--- config.mk ---
export PLATFORM = sky130hd
export DESIGN_NAME = fmap_line_reader
export DESIGN_NICKNAME = d
export VERILOG_FILES = /design/src/rtl/fmap_pkg.sv /design/src/rtl/line_fifo.sv /design/src/rtl/fmap_line_reader.sv
export SDC_FILE = /design/constraint.sdc
export NUM_CORES = 2
export LEC_CHECK = 0
export BUFFER_PORTS_ARGS = -buffer_cell sky130_fd_sc_hd__buf_4
export CAP_MARGIN = 20
export CORE_AREA = 2 2 469 471
export DETAILED_ROUTE_END_ITERATION = 6
export DIE_AREA = 0 0 471 473
export PLACE_DENSITY = 0.61
export SLEW_MARGIN = 20
export SYNTH_ARGS = -nofsm -noshare
export SYNTH_HDL_FRONTEND = slang
export SYNTH_SLANG_ARGS = --single-unit
--- constraint.sdc ---
create_clock -name clk -period 24.1 [get_ports clk]
set_input_delay 1.205 -clock clk [delete_from_list [all_inputs] [get_ports clk]]
set_output_delay 1.205 -clock clk [all_outputs]
set_load 0.005 [all_outputs]
--- src/rtl/fmap_pkg.sv ---
// Shared widths, FSM encoding and address helper for the feature-map line reader.
package fmap_pkg;

  localparam int LINE_W   = 512;
  localparam int ADDR_W   = 64;
  localparam int HEIGHT_W = 9;
  localparam int STRIDE_W = 16;

  localparam logic [HEIGHT_W-1:0] HEIGHT_ZERO = 9'd0;
  localparam logic [HEIGHT_W-1:0] HEIGHT_ONE  = 9'd1;

  typedef enum logic [1:0] {
    IDLE  = 2'd0,
    READ  = 2'd1,
    DRAIN = 2'd2,
    FIN   = 2'd3
  } state_t;

  // Next line address as a running sum; wraps modulo 2^64.
  function automatic logic [ADDR_W-1:0] next_line_addr(
    input logic [ADDR_W-1:0]   addr,
    input logic [STRIDE_W-1:0] stride
  );
    return addr + {{(ADDR_W-STRIDE_W){1'b0}}, stride};
  endfunction

endpackage

--- src/rtl/line_fifo.sv ---
// Show-ahead FIFO of full feature-map lines; push and pop may coincide when full.
module line_fifo #(
  parameter int Width = 512,
  parameter int Depth = 4
) (
  input  logic                   clk,
  input  logic                   rst,
  input  logic                   push,
  input  logic [Width-1:0]       push_data,
  input  logic                   pop,
  output logic [Width-1:0]       pop_data,
  output logic                   full,
  output logic                   empty,
  output logic [$clog2(Depth):0] count
);

  localparam int PtrW = $clog2(Depth);
  localparam logic [PtrW:0] DepthCnt = (PtrW+1)'(Depth);
  localparam logic [PtrW:0] CntZero  = {(PtrW+1){1'b0}};
  localparam logic [PtrW:0] CntOne   = {{PtrW{1'b0}}, 1'b1};
  localparam logic [PtrW-1:0] PtrOne = {{(PtrW-1){1'b0}}, 1'b1};

  logic [Width-1:0] mem_r [Depth];
  logic [PtrW-1:0]  wr_ptr_r;
  logic [PtrW-1:0]  rd_ptr_r;
  logic [PtrW:0]    count_r;
  logic             do_push_s;
  logic             do_pop_s;

  assign empty     = (count_r == CntZero);
  assign full      = (count_r == DepthCnt);
  assign count     = count_r;
  assign pop_data  = mem_r[rd_ptr_r];
  assign do_pop_s  = pop && !empty;
  assign do_push_s = push && (!full || do_pop_s);

  // Line storage; contents need no reset because occupancy gates every read.
  always_ff @(posedge clk) begin
    if (do_push_s) begin
      mem_r[wr_ptr_r] <= push_data;
    end
  end

  // Pointers and occupancy; power-of-two depth lets pointers wrap naturally.
  always_ff @(posedge clk or posedge rst) begin
    if (rst) begin
      wr_ptr_r <= {PtrW{1'b0}};
      rd_ptr_r <= {PtrW{1'b0}};
      count_r  <= CntZero;
    end else begin
      if (do_push_s) begin
        wr_ptr_r <= wr_ptr_r + PtrOne;
      end
      if (do_pop_s) begin
        rd_ptr_r <= rd_ptr_r + PtrOne;
      end
      case ({do_push_s, do_pop_s})
        2'b10:   count_r <= count_r + CntOne;
        2'b01:   count_r <= count_r - CntOne;
        default: count_r <= count_r;
      endcase
    end
  end

endmodule

--- src/rtl/fmap_line_reader.sv ---
// Fetches Height feature-map lines over an Avalon-MM read master, buffers them
// and broadcasts them on the shared input-feature bus under Halt backpressure.
module fmap_line_reader
  import fmap_pkg::*;
#(
  parameter int                FifoDepth   = 4,
  parameter logic [ADDR_W-1:0] DefaultBase = 64'h0
) (
  input  logic                clk,
  input  logic                rst,
  input  logic                Start_i,
  input  logic [ADDR_W-1:0]   BaseAddr_i,
  input  logic [STRIDE_W-1:0] Stride_i,
  input  logic [HEIGHT_W-1:0] Height_i,
  output logic                Busy_o,
  output logic                Done_o,
  output logic [ADDR_W-1:0]   AvalonAddr_o,
  output logic                AvalonRead_o,
  input  logic [LINE_W-1:0]   AvalonReadData_i,
  input  logic                AvalonWaitReq_i,
  output logic                AvalonLock_o,
  output logic                ShareValid_o,
  output logic [LINE_W-1:0]   ShareLine_o,
  output logic                ShareFirst_o,
  output logic                ShareLast_o,
  input  logic                Halt_i
);

  localparam int CntW = $clog2(FifoDepth) + 1;
  localparam logic [CntW-1:0] DepthCnt = CntW'(FifoDepth);

  state_t              state_r;
  state_t              state_s;
  logic [ADDR_W-1:0]   addr_r;
  logic [STRIDE_W-1:0] stride_r;
  logic [HEIGHT_W-1:0] height_r;
  logic [HEIGHT_W-1:0] issue_cnt_r;
  logic [HEIGHT_W-1:0] emit_cnt_r;

  logic                start_ok_s;
  logic                read_s;
  logic                push_s;
  logic                pop_s;
  logic                last_issue_s;

  logic [LINE_W-1:0]   fifo_data_s;
  logic                fifo_full_s;
  logic                fifo_empty_s;
  logic [CntW-1:0]     fifo_count_s;

  logic                share_valid_r;
  logic                share_first_r;
  logic                share_last_r;
  logic [LINE_W-1:0]   share_line_r;

  line_fifo #(
    .Width (LINE_W),
    .Depth (FifoDepth)
  ) u_line_fifo (
    .clk       (clk),
    .rst       (rst),
    .push      (push_s),
    .push_data (AvalonReadData_i),
    .pop       (pop_s),
    .pop_data  (fifo_data_s),
    .full      (fifo_full_s),
    .empty     (fifo_empty_s),
    .count     (fifo_count_s)
  );

  // Read request depends only on registered state and occupancy, so it holds across waitreq.
  assign read_s       = (state_r == READ) && (fifo_count_s < DepthCnt);
  assign push_s       = read_s && !AvalonWaitReq_i && !fifo_full_s;
  assign pop_s        = !fifo_empty_s && !Halt_i;
  assign last_issue_s = (issue_cnt_r == (height_r - HEIGHT_ONE));

  // Next-state decode and Start acceptance.
  always_comb begin
    state_s    = state_r;
    start_ok_s = 1'b0;
    case (state_r)
      IDLE: begin
        if (Start_i) begin
          start_ok_s = 1'b1;
          state_s    = (Height_i == HEIGHT_ZERO) ? FIN : READ;
        end else begin
          state_s = IDLE;
        end
      end
      READ: begin
        if (push_s && last_issue_s) begin
          state_s = DRAIN;
        end else begin
          state_s = READ;
        end
      end
      DRAIN: begin
        if (emit_cnt_r == height_r) begin
          state_s = FIN;
        end else begin
          state_s = DRAIN;
        end
      end
      FIN:     state_s = IDLE;
      default: state_s = IDLE;
    endcase
  end

  // Frame state: operands, running address and issue/emit counters.
  always_ff @(posedge clk or posedge rst) begin
    if (rst) begin
      state_r     <= IDLE;
      addr_r      <= {ADDR_W{1'b0}};
      stride_r    <= {STRIDE_W{1'b0}};
      height_r    <= HEIGHT_ZERO;
      issue_cnt_r <= HEIGHT_ZERO;
      emit_cnt_r  <= HEIGHT_ZERO;
    end else begin
      state_r <= state_s;
      if (start_ok_s) begin
        addr_r      <= (BaseAddr_i == {ADDR_W{1'b0}}) ? DefaultBase : BaseAddr_i;
        stride_r    <= Stride_i;
        height_r    <= Height_i;
        issue_cnt_r <= HEIGHT_ZERO;
        emit_cnt_r  <= HEIGHT_ZERO;
      end else begin
        if (push_s) begin
          addr_r      <= next_line_addr(addr_r, stride_r);
          issue_cnt_r <= issue_cnt_r + HEIGHT_ONE;
        end
        if (pop_s) begin
          emit_cnt_r <= emit_cnt_r + HEIGHT_ONE;
        end
      end
    end
  end

  // Share-bus output stage; the line register keeps its value between pops.
  always_ff @(posedge clk or posedge rst) begin
    if (rst) begin
      share_valid_r <= 1'b0;
      share_first_r <= 1'b0;
      share_last_r  <= 1'b0;
      share_line_r  <= {LINE_W{1'b0}};
    end else begin
      share_valid_r <= pop_s;
      share_first_r <= pop_s && (emit_cnt_r == HEIGHT_ZERO);
      share_last_r  <= pop_s && (emit_cnt_r == (height_r - HEIGHT_ONE));
      if (pop_s) begin
        share_line_r <= fifo_data_s;
      end
    end
  end

  assign Busy_o       = (state_r == READ) || (state_r == DRAIN);
  assign Done_o       = (state_r == FIN);
  assign AvalonAddr_o = addr_r;
  assign AvalonRead_o = read_s;
  assign AvalonLock_o = 1'b0;
  assign ShareValid_o = share_valid_r;
  assign ShareLine_o  = share_line_r;
  assign ShareFirst_o = share_first_r;
  assign ShareLast_o  = share_last_r;

endmodule

# [Yosys cells after proc, flatten, opt, wreduce, memory -nomap -nowiden]
# Memory sizes are Yosys's and may differ from the RTL's. A register that Yosys moved wholly into a read port is not among the register bits.
# Index checks and enable logic that the tools add are counted.
[classes] n_addsub=8 magnitude_cmp=1 eq_ne=9 n_mux=17 reduce_logical=23
[ops] op="$mux W64" count=3
[ops] op="$add A64 B16 Y64" count=1
[ops] op="$logic_not A64 Y1" count=1
[ops] op="$mux W9" count=4
[ops] op="$eq A9 B9 Y1" count=3
[ops] op="$add A9 B1 Y9 const B" count=2
[ops] op="$logic_not A9 Y1" count=2
[ops] op="$logic_and A1 B1 Y1" count=9
[ops] op="$sub A9 B1 Y9 const B" count=1
[ops] op="$pmux W2 S4" count=1
[ops] op="$eq A2 B2 Y1 const B" count=3
[ops] op="$mux W2" count=3
[ops] op="$pmux W3 S2" count=1
[ops] op="$reduce_bool A2 Y1" count=3
[ops] op="$mux W1" count=5
[ops] op="$add A2 B1 Y2 const B" count=2
[ops] op="$eq A2 B1 Y1 const B" count=2
[ops] op="$logic_not A1 Y1" count=4
[ops] op="$add A3 B1 Y3 const B" count=1
[ops] op="$eq A3 B3 Y1 const B" count=1
[ops] op="$logic_not A3 Y1" count=1
[ops] op="$lt A3 B3 Y1 const B" count=1
[ops] op="$sub A3 B1 Y3 const B" count=1
[ops] op="$logic_not A2 Y1" count=1
[ops] op="$logic_or A1 B1 Y1" count=2
[word_totals] reg_bits=119 ramBits=2048 inputBits=606 word_cells=71 n_memories=1
[mem_list] memory="u_line_fifo.mem_r" depth=4 word_bits=512 rd=1 rd_clocked_by_memory_dff=1 wr=1 line="line_fifo.sv:23" source="logic [Width-1:0] mem_r [Depth];"

# [Depth between registers and ports, before layout]
[logic_depth] ltp_word=8 depth_mapped=11 ltp_nobuf=10

# [Cells and area by module]
# From an unflattened synthesis, not the netlist that was laid out.
[hier_totals] cells_unflattened=4678 area_unflattened_um2=100232.4
[modules_own_cells] mod="line_fifo" n_inst=1 cells_per_inst=2728 area_each_um2=74295.0 seq_area_each_um2=61674.2
[modules_own_cells] mod="fmap_line_reader" n_inst=1 cells_per_inst=1950 area_each_um2=25937.4 seq_area_each_um2=15615.0

# [Least setup slack after synthesis]
# OpenSTA, ideal clock, no wires.
[synth_path] path_kind="input to register" start="in AvalonWaitReq_i" end="mem u_line_fifo.mem_r[2][0], enable pin" setup_time_ns=0.943 arrival_ns=13.400 required_time_ns=23.157 slack_ns=9.757 stages=3 path_buffers=1 cell_sequence="nor3b_4 > clkbuf_1 > and2_1"
[synth_via] elab_chain_len=6
[synth_lines] element="from (decl)" line="fmap_line_reader.sv:20" source="input logic AvalonWaitReq_i,"
[synth_lines] element="$logic_not A1 Y1" line="fmap_line_reader.sv:73" source="assign push_s = read_s && !AvalonWaitReq_i && !fifo_full_s;"
[synth_lines] element="$logic_and A1 B1 Y1 (2 in series)" line="fmap_line_reader.sv:73"
[synth_lines] element="$logic_and A1 B1 Y1" line="line_fifo.sv:35" source="assign do_push_s = push && (!full || do_pop_s);"
[synth_lines] element="$mux W1" line="line_fifo.sv:39" source="if (do_push_s) begin"
[synth_lines] element="$mux W1 (implied by the code)" line="line_fifo.sv:40" source="mem_r[wr_ptr_r] <= push_data;"
[synth_lines] element="to (decl)" line="line_fifo.sv:23"
# Every way passes these cells.

# [Final worst setup path]
[layout_path] start="reg state_r[1]" end="mem u_line_fifo.mem_r[2][109], enable pin"
[layout_via] elab_chain_len=7
[layout_lines] element="from (decl)" line="fmap_line_reader.sv:32" source="state_t state_r;"
[layout_lines] element="from (signal assigned)" line="fmap_line_reader.sv:119" source="state_r <= state_s;"
[layout_lines] element="$eq A2 B1 Y1" line="fmap_line_reader.sv:72" source="assign read_s = (state_r == READ) && (fifo_count_s < DepthCnt);"
[layout_lines] element="$logic_and A1 B1 Y1" line="fmap_line_reader.sv:72"
[layout_lines] element="$logic_and A1 B1 Y1 (2 in series)" line="fmap_line_reader.sv:73"
[layout_lines] element="$logic_and A1 B1 Y1" line="line_fifo.sv:35"
[layout_lines] element="$mux W1" line="line_fifo.sv:39"
[layout_lines] element="$mux W1 (implied by the code)" line="line_fifo.sv:40"
# Every way passes these cells.

==> flow_summary.yaml <==
clock_network:
  root_buffer: "clkbuf_16"
  clkTransAtPathRegs_ns: 0.06
  h-tree-depth: 5
  hold_buffers: 0
  cts-resized-gates: 0
  post-cts-setup-buffers: 0
  clk_latency_ns: 0.93
  numCtsBuffers: 290
  clockBufferDepth: 4
  cts_sinks: 2679
  cts_tree: "done"
synth:
  synthArstFlopShare: 0.236
  synth-seq-area-share: 0.775
  synth_top_flop_cell: "edfxtp_1"
  avgSynthCellArea_sq_um: 17.5
  synth_fp_nets: 6329
  synth-edff-count: 2048
  syn_inst: 5691
  synth_cell_type_count: 58
  yosysWarnings: 0
  syn_area_sq_um: 99700
  synth-seq-cells: 2679
pwr:
  power_density_nw_per_um2: 120
  intPower_w: 0.0101
  p_clk_frac: 0.289
  power_frac_comb: 0.269
  seqPwrFrac: 0.443
  ir_drop_mv: 0.0939
  swShare: 0.303
  total_power_w: 0.0145
  p_sw_w: 0.00440
  p_leak_nw: 46.1
timing:
  finalSetupViolCount: 0
  clock_skew_ns: 0.0756
  slew-limit-headroom: 0.156
  hold_violations: 0
  rsz0062_at_grt: "no"
  clock.fmax_mhz: 204
  slew_viol_final: 0
  period_minus_slack_ns: 4.89
  fin_tns_setup_ns: 0
  period_share: 0.203
  tightestPinTransition_ns: 1.27
critical_path:
  crit_fanout: 118
  arrival_ns: 5.41
  worst_setup_path_start_kind: "register"
  crit_type: "reg -> reg"
  end_kind: "register"
  required_ns: 24.62
placed_design:
  dpl.hpwl_mm: 173
  gp_congestion: 0.852
  placedCellCount: 9558
  port_buffers: 1187
status:
  status: "finished, final reports clean"
drt:
  first_pass_iters: 7
  drtIter0Drc: 4701
  drc_errors: 0
  vias: 54300
  routed_wl_mm: 266
  viasPerCell: 5.38
  wire_per_inst_microns: 26.3
  ant_nets: 0
hold_path:
  hold_class: "in -> async"
grt:
  grt_pass1_wl_mm: 383
  grt_pass1_vias: 55400
  gr-total-overflow: 0
  antenna_found_initial: 85
  grt_max_degree: 135
  gr-usage-all-layers: 0.235
die:
  top_level_ports: 1189
  dieArea_sq_um: 223000
  die_h_microns: 473
  start_util: 0.457
  coreArea_sq_um: 218000
  die_width_microns: 471
  rows: 172
job:
  max-cap-violations: 0
finish:
  nNetsFinal: 7617
  regArea_sq_um: 77300
  drive_gt1_frac: 0.303
  fillers: 17200
  fin_cells: 10100
  areaGrowthSynthToFinish_pct: 21.2
  multi_input_area_sq_um: 21400
sequential cells by signal, indices dropped and copies added (netlist names):
| name | cells |
|---|---|
| u_line_fifo.mem_r | 2048 |
| ShareLine_o | 512 |
| AvalonAddr_o | 64 |
| stride_r | 16 |
| emit_cnt_r | 9 |
| height_r | 9 |
| issue_cnt_r | 9 |
| u_line_fifo.count | 3 |
| state_r | 2 |
| u_line_fifo.rd_ptr_r | 2 |
| u_line_fifo.wr_ptr_r | 2 |
| ShareFirst_o | 1 |
| ShareLast_o | 1 |
| ShareValid_o | 1 |
synthesized netlist by cell type, drive strengths merged (2+ instances only):
cell / n / area, sq um
nand2: 1698 / 6370
a221o: 2 / 20.0
nor3: 22 / 115
and3: 17 / 106
or4: 3 / 22.5
nand3: 41 / 210
and4: 5 / 43.8
mux4: 512 / 11500
or3: 8 / 50.1
a21boi: 2 / 15.0
a2111oi: 3 / 32.5
ha: 30 / 375
and2: 12 / 75.1
xor2: 52 / 455
nor4: 11 / 68.8
a21oi: 58 / 290
inv: 19 / 71.3
nor2b: 5 / 31.3
nor4b: 3 / 26.3
xnor2: 52 / 455
edfxtp: 2048 / 61500
dfrtp: 631 / 15800
o21a: 2 / 15.0
o21ai: 52 / 260
a211oi: 4 / 30.0
buf: 70 / 270
nand4: 24 / 150
o211ai: 6 / 45.0
mux2i: 2 / 20.0
a21o: 3 / 22.5
a31oi: 6 / 37.5
fa: 2 / 40.0
nor2: 69 / 262
nor3b: 4 / 41.3
clkbuf: 198 / 743
worst max-delay path: stages (launching register included):
cell,delay [ns]
dfrtp_1,0.40
inv_1,0.10
ha_1,0.22
nor3b_4,0.23
buf_4,0.34
and2_4,0.76
buf_12,0.56
buf_12,0.58
buf_4,0.85
cell usage in the layout (no fill, tap or decap), types with 16 or more instances in the layout:
cell type  synthesis  routed
inv_1             17      16
ha_1              30      30
nand3_1           40      40
clkbuf_1         198      88
xor2_1            52      52
clkinv_2           0      34
xnor2_1           52      52
and3_1            17      17
diode_2            0      31
nor2_1            68      68
clkbuf_16          0     294
clkinv_1           0      38
o21ai_0           52      51
nor3_1            21      20
mux4_2           512     512
edfxtp_1        2048    2048
a21oi_1           58      58
dfrtp_1          631     629
buf_4              1    1255
nand2_1         1698    1697
clkbuf_8           0      27
nand4_1           24      24
cell families after synthesis:
kind of cell | share of synthesized area
other cells | 0.0000376
simple gates | 0.0764
buf+inv | 0.0109
xor+xnor | 0.00913
compound gates | 0.00837
flops | 0.775
fa+ha+maj | 0.00417
mux | 0.116
area by class of cell:
cell class              count  area share
diodes                     31    0.000642
clock buffers             409      0.0667
clock inverters            99     0.00671
inverters                  19    0.000714
multi-input cells        2725       0.177
flip-flops and latches   2679       0.639
well taps                2871      0.0297
repair buffers           1264      0.0794
stage by stage:
step | area [sq um] | hold WS [ns] | setup WS, ns | util
after global routing | 121000 | 0.410 | 18.83 | 0.554
final | 121000 | 0.413 | 19.21 | 0.554
after CTS | 121000 | 0.360 | 19.10 | 0.554
after global placement | 112000 | 0.460 | 18.50 | 0.513
after detailed placement | 112000 | 0.463 | 18.45 | 0.513
after floorplan | 99700 | 0.450 | 5.22 | -
power groups by stage:
stage / Sequential (W) / Combinational, W / Clock, W
3_3_place_gp: 0.00650 / 0.00395 / 0
3_5_place_dp: 0.00652 / 0.00397 / 0
4_1_cts: 0.00644 / 0.00398 / 0.00428
6_report: 0.00643 / 0.00390 / 0.00419
2_1_floorplan: 0.00642 / 0.00227 / 0
5_1_grt: 0.00649 / 0.00426 / 0.00446
path summary, 6_finish.rpt:
kind,startpoint,endpoint,slack [ns],cells after the start
min,rst,ShareLine_o[259],0.41,2
min in group clk,AvalonReadData_i[309],u_line_fifo.mem_r[1][309],0.47,1
max in group asynchronous,rst,ShareLine_o[10],20.59,5
max reg2reg,state_r[1],u_line_fifo.mem_r[2][109],19.21,8
max,state_r[1],u_line_fifo.mem_r[2][109],19.21,8
min reg2reg,ShareLine_o[194],ShareLine_o[194],0.47,2
per-layer routing:
layer,GRT usage,up-vias,part of all wire
met2,0.386,1851,0.50
met3,0.0654,466,0.075
met4,0.0875,86,0.034
met1,0.301,28100,0.39
li1,-,23800,-
met5,0,-,0.0019
Power figures use the tool's default switching activity.
